$ cat config.mk
export PLATFORM = sky130hd
export DESIGN_NAME = fe_prefetch_queue
export DESIGN_NICKNAME = d
export VERILOG_FILES = /design/src/rtl/fe_prefetch_queue.sv
export SDC_FILE = /design/constraint.sdc
export NUM_CORES = 1
export LEC_CHECK = 0
export CAP_MARGIN = 20
export CORE_MARGIN = 1.5
export CORE_UTILIZATION = 50
export DETAILED_ROUTE_END_ITERATION = 7
export PLACE_DENSITY = 0.78
export SYNTH_ARGS = -nofsm -noshare
export SYNTH_HDL_FRONTEND = slang
export SYNTH_MEMORY_MAX_BITS = 65536
export SYNTH_SLANG_ARGS = --single-unit
$ cat constraint.sdc
create_clock -name CLOCK_50 -period 3.82 [get_ports CLOCK_50]
set_input_delay 0.382 -clock CLOCK_50 [delete_from_list [all_inputs] [get_ports CLOCK_50]]
set_output_delay 0.382 -clock CLOCK_50 [all_outputs]
set_load 0.005 [all_outputs]
$ cat src/rtl/fe_prefetch_queue.sv
// Instruction-fetch front end: a PC sequencer, a synchronous-read instruction ROM and a
// small prefetch queue of {pc, instr} pairs that presents its head to decode.
module fe_prefetch_queue #(
    parameter int unsigned    IW        = 32,
    parameter int unsigned    AW        = 16,
    parameter int unsigned    MEM_DEPTH = 128,
    parameter int unsigned    DEPTH     = 4,
    parameter logic [AW-1:0]  RESET_PC  = '0,
    parameter string          INIT_FILE = "FE_test.mif"
) (
    input  logic          CLOCK_50,
    input  logic          reset,
    input  logic          Stall,
    input  logic          Loop,
    input  logic [AW-1:0] PC_in,
    output logic          id_valid,
    output logic [IW-1:0] id_instr,
    output logic [AW-1:0] PC_out
);

    localparam int unsigned IdxW = $clog2(MEM_DEPTH);
    localparam int unsigned PtrW = $clog2(DEPTH);
    localparam int unsigned CntW = $clog2(DEPTH + 1);

    // Elaboration-time sanity checks on the configuration.
    if (DEPTH < 2) begin : g_bad_depth
        $error("fe_prefetch_queue: DEPTH must be at least 2");
    end
    if (INIT_FILE == "") begin : g_bad_init
        $error("fe_prefetch_queue: INIT_FILE must name the ROM image");
    end

    // Instruction ROM; contents come from the init file at configuration time.
    (* ram_init_file = INIT_FILE *) logic [IW-1:0] mem [MEM_DEPTH] = '{default: '0};

    // Queue storage (not reset: contents are only visible while count_q != 0).
    logic [AW-1:0]   q_pc_q    [DEPTH];
    logic [IW-1:0]   q_instr_q [DEPTH];

    logic [AW-1:0]   pc_q, pc_d;
    logic [AW-1:0]   rd_pc_q, rd_pc_d;
    logic            rd_valid_q, rd_valid_d;
    logic [IW-1:0]   mdr_q;
    logic [PtrW-1:0] rd_ptr_q, rd_ptr_d;
    logic [PtrW-1:0] wr_ptr_q, wr_ptr_d;
    logic [CntW-1:0] count_q, count_d;

    logic            push, pop, issue;
    logic            fetch_en;
    logic [AW-1:0]   fetch_addr;
    logic [IdxW-1:0] fetch_idx;
    logic [CntW:0]   occupancy;

    assign id_valid  = (count_q != '0);
    assign push      = rd_valid_q & ~Loop;
    assign pop       = id_valid & ~Stall & ~Loop;
    // Queued plus in-flight entries; a same-edge pop earns no credit.
    assign occupancy = {1'b0, count_q} + (CntW + 1)'(rd_valid_q);
    assign issue     = (occupancy < (CntW + 1)'(DEPTH));
    assign fetch_idx = fetch_addr[IdxW-1:0];

    // Next-state: redirect wins over pop/push; fetch issues whenever there is room.
    always_comb begin
        pc_d       = pc_q;
        rd_pc_d    = rd_pc_q;
        rd_valid_d = 1'b0;
        rd_ptr_d   = rd_ptr_q;
        wr_ptr_d   = wr_ptr_q;
        count_d    = count_q;
        fetch_en   = 1'b0;
        fetch_addr = pc_q;
        if (Loop) begin
            rd_ptr_d   = '0;
            wr_ptr_d   = '0;
            count_d    = '0;
            fetch_en   = 1'b1;
            fetch_addr = PC_in;
        end else begin
            fetch_en = issue;
            if (push) begin
                wr_ptr_d = wr_ptr_q + PtrW'(1);
            end
            if (pop) begin
                rd_ptr_d = rd_ptr_q + PtrW'(1);
            end
            case ({push, pop})
                2'b10:   count_d = count_q + CntW'(1);
                2'b01:   count_d = count_q - CntW'(1);
                default: count_d = count_q;
            endcase
        end
        if (fetch_en) begin
            rd_valid_d = 1'b1;
            rd_pc_d    = fetch_addr;
            pc_d       = fetch_addr + AW'(1);
        end
    end

    // Control state register with synchronous active-low reset.
    always_ff @(posedge CLOCK_50) begin
        if (!reset) begin
            pc_q       <= RESET_PC;
            rd_pc_q    <= '0;
            rd_valid_q <= 1'b0;
            rd_ptr_q   <= '0;
            wr_ptr_q   <= '0;
            count_q    <= '0;
        end else begin
            pc_q       <= pc_d;
            rd_pc_q    <= rd_pc_d;
            rd_valid_q <= rd_valid_d;
            rd_ptr_q   <= rd_ptr_d;
            wr_ptr_q   <= wr_ptr_d;
            count_q    <= count_d;
        end
    end

    // Synchronous ROM read into the memory data register.
    always_ff @(posedge CLOCK_50) begin
        if (!reset) begin
            mdr_q <= '0;
        end else if (fetch_en) begin
            mdr_q <= mem[fetch_idx];
        end
    end

    // Write the completed fetch at the queue tail.
    always_ff @(posedge CLOCK_50) begin
        if (push) begin
            q_pc_q[wr_ptr_q]    <= rd_pc_q;
            q_instr_q[wr_ptr_q] <= mdr_q;
        end
    end

    // Head presentation, forced to zero while the queue is empty.
    always_comb begin
        id_instr = '0;
        PC_out   = '0;
        if (id_valid) begin
            id_instr = q_instr_q[rd_ptr_q];
            PC_out   = q_pc_q[rd_ptr_q];
        end
    end

    // The issue rule must keep the queue from overflowing.
    push_not_full_a : assert property (@(posedge CLOCK_50) disable iff (!reset)
        !(push && count_q == CntW'(DEPTH)));

endmodule

==> run metrics <==
die area 10500 µm²; register area approximately 2800 µm²; WL per Instance between 15 and 20 µm; Final TNS setup 0 ns; H-tree depth 3; latest clock arrival within the worst-skew pair between 0.3 and 0.4 ns; Critical Path RT 4.11 ns; P_leak 1.93 nW; final core utilization 0.569; CP max-delay cell clkdlybuf4s50_1; worst path bufs/invs 2; register area share after synthesis 0.556; top-count cell post-synth edfxtp_1; Max IR drop VDD 0.190 mV; NumNets Final 467; # DRC 0; Row Count 36; total wire length 9210 µm; asr flop ratio synth 0; CP Launch Type input port; gpl congestion 0.918; Tcrit/Tclk final 0.682; final setup violating endpoints 0; cell count after synthesis a little over 400; share of layout cells above drive strength 1 0.106; fmax 0.384 GHz; P&R area growth vs syn 10.8%; Max Slew Vio Count 0; GR peak layer met2; cts bufs inserted 9; Die Ht about 100 µm; number of enable flip-flop cells after synthesis 64; largest net degree at the start of global routing 25; Crit Path Category input port to flip-flop; routing usage on met2 0.304; status finished, final reports clean; I/O Buffers 36; Multi-input gate area approximately 2000 µm²; placeable core region roughly 9700 µm²; initial antenna violation count 0; HPWL Detailed roughly 6500 µm; Cell Area, Synth 4970 µm²; crit-path leading delay family simple AND/OR/NAND/NOR gates; worst slack, placed ~0.85 ns; worst min path class flip-flop to flip-flop; # clock sinks 106; vias per cell 5.38; starting density of the core 0.513; GRT met1 Usage 0.258; Yosys warning total 0; top_reg_cell synth edfxtp_1; skew final 0.00980 ns; FILL cells 789; Final Hold Violating Endpoints 0; min cycle time layout 2.60 ns; CP Data Arrival Time about 2.9 ns; Pwr Density ~380 nW/µm²; TritonCTS clock tree done; Max Cap Violations 0; Post-CTS Resized 0; CP endpoint kind flip-flop; first-pass GRT wire length about 15000 µm; CP Cell Sequence clkdlybuf4s50_1 -> nor3_1 -> ha_1 -> inv_1 -> fa_1 -> xor2_1 -> or3_1 -> a21oi_1; Synth area leader edfxtp_1; CTS Hold Bufs 0; crit-path max cell delay slightly below 0.7 ns; Synth area leaders edfxtp_1 39%, dfxtp_1 17%, mux4_2 7.3%; list of most frequent post-synthesis cells 64 x edfxtp_1, 42 x dfxtp_1, 34 x buf_4, 34 x nand2_1, 29 x nor2_1; share of the synthesized area in the top cell type 0.387; clock buffer depth 2; crit-path max FO 14; syn avg cell area 12.2 µm²; register bit count reported by yosys 106; initial DRC count between 150 and 200; Ant. Diodes 0; max_slew headroom 0.431; via count 3111; RSZ-0062 raised after global routing no; Root Driver clkbuf_8; setup ws final 1.22 ns; Clock Pin Slew Worst Setup and Hold Paths 0.10 ns; vias in the first global route 2915; grt total ovfl 0; Slew @ Worst Pin 0.853 ns; Reg2Reg Setup Slack 1.38 ns; post-CTS setup buffers 0; First-pass DRT Iterations 4; DIE WIDTH 103 µm; met3 usage in global routing 0.0305; WHS 0.476 ns; I/O Pins 69; Netlist cell types 56; Post-DRT Antenna Nets 0; GRT Total Usage 0.190
worst paths after layout:
check	cells after the start	start	end
hold / removal	2	pc_q[7]	pc_q[7]
hold reg to reg	2	pc_q[7]	pc_q[7]
setup / recovery	8	Loop	count_q[2]
setup reg to reg	9	count_q[0]	count_q[2]
stage by stage:
stage / cells / instance area, µm² / total power [W]
2_1_floorplan: 438 / 5080 / 0.00144
6_report: 578 / 5510 / 0.00209
4_1_cts: 578 / 5510 / 0.00210
3_3_place_gp: 562 / 5330 / 0.00148
3_5_place_dp: 562 / 5330 / 0.00149
5_1_grt: 578 / 5510 / 0.00218
layout by cell type, fill, tap and decap left out, types with 11 or more instances in the layout:
master and instances:
edfxtp_1 64, a21oi_1 11, clkdlybuf4s50_1 36, dfxtp_1 42, mux4_2 16, nand2_1 34, nor2b_1 17, nor2_1 29
conb_1 32, xnor2_1 14
logic make-up after synthesis:
family / share of synthesized area
compound gates: 0.0771
xor+xnor: 0.0405
fa+ha+maj: 0.0191
buf+inv: 0.0740
flops: 0.556
mux: 0.0934
other cells: 0.000755
simple gates: 0.139
worst reg2reg max path: stages (launching register included):
cell	delay [ns]
dfxtp_1	0.43
nor3_2	0.07
buf_4	0.20
nor3_1	0.34
ha_1	0.27
inv_1	0.07
fa_1	0.38
xor2_1	0.16
or3_1	0.31
a21oi_1	0.14
state kept, by name, summed over array words and instances (netlist names), named ones only:
signal	cells
rd_valid_q	1
wr_ptr_q	2
count_q	3
pc_q	16
rd_pc_q	16
rd_ptr_q	2
q_pc_q	64
per-layer routing:
metal  share of wire  vias up
li1                -     1495
met1            0.45     1502
met2            0.48      103
met3           0.053       11
met4           0.016        0
met5               0        -
report_power, final:
group          total, W  switching (W)  internal (W)
registers       0.00129      0.0000354       0.00125
clock network  0.000626       0.000385      0.000241
logic          0.000176      0.0000919     0.0000839
area by class of cell:
cell class / instances / share of cell area
timing repair buffer: 42 / 0.0736
multi-input combinational: 271 / 0.356
clock inverter: 7 / 0.00932
tap: 133 / 0.0302
inverter: 10 / 0.00682
sequential: 106 / 0.502
clock buffer: 9 / 0.0225
Note: power is estimated with default switching activity, not from simulation.
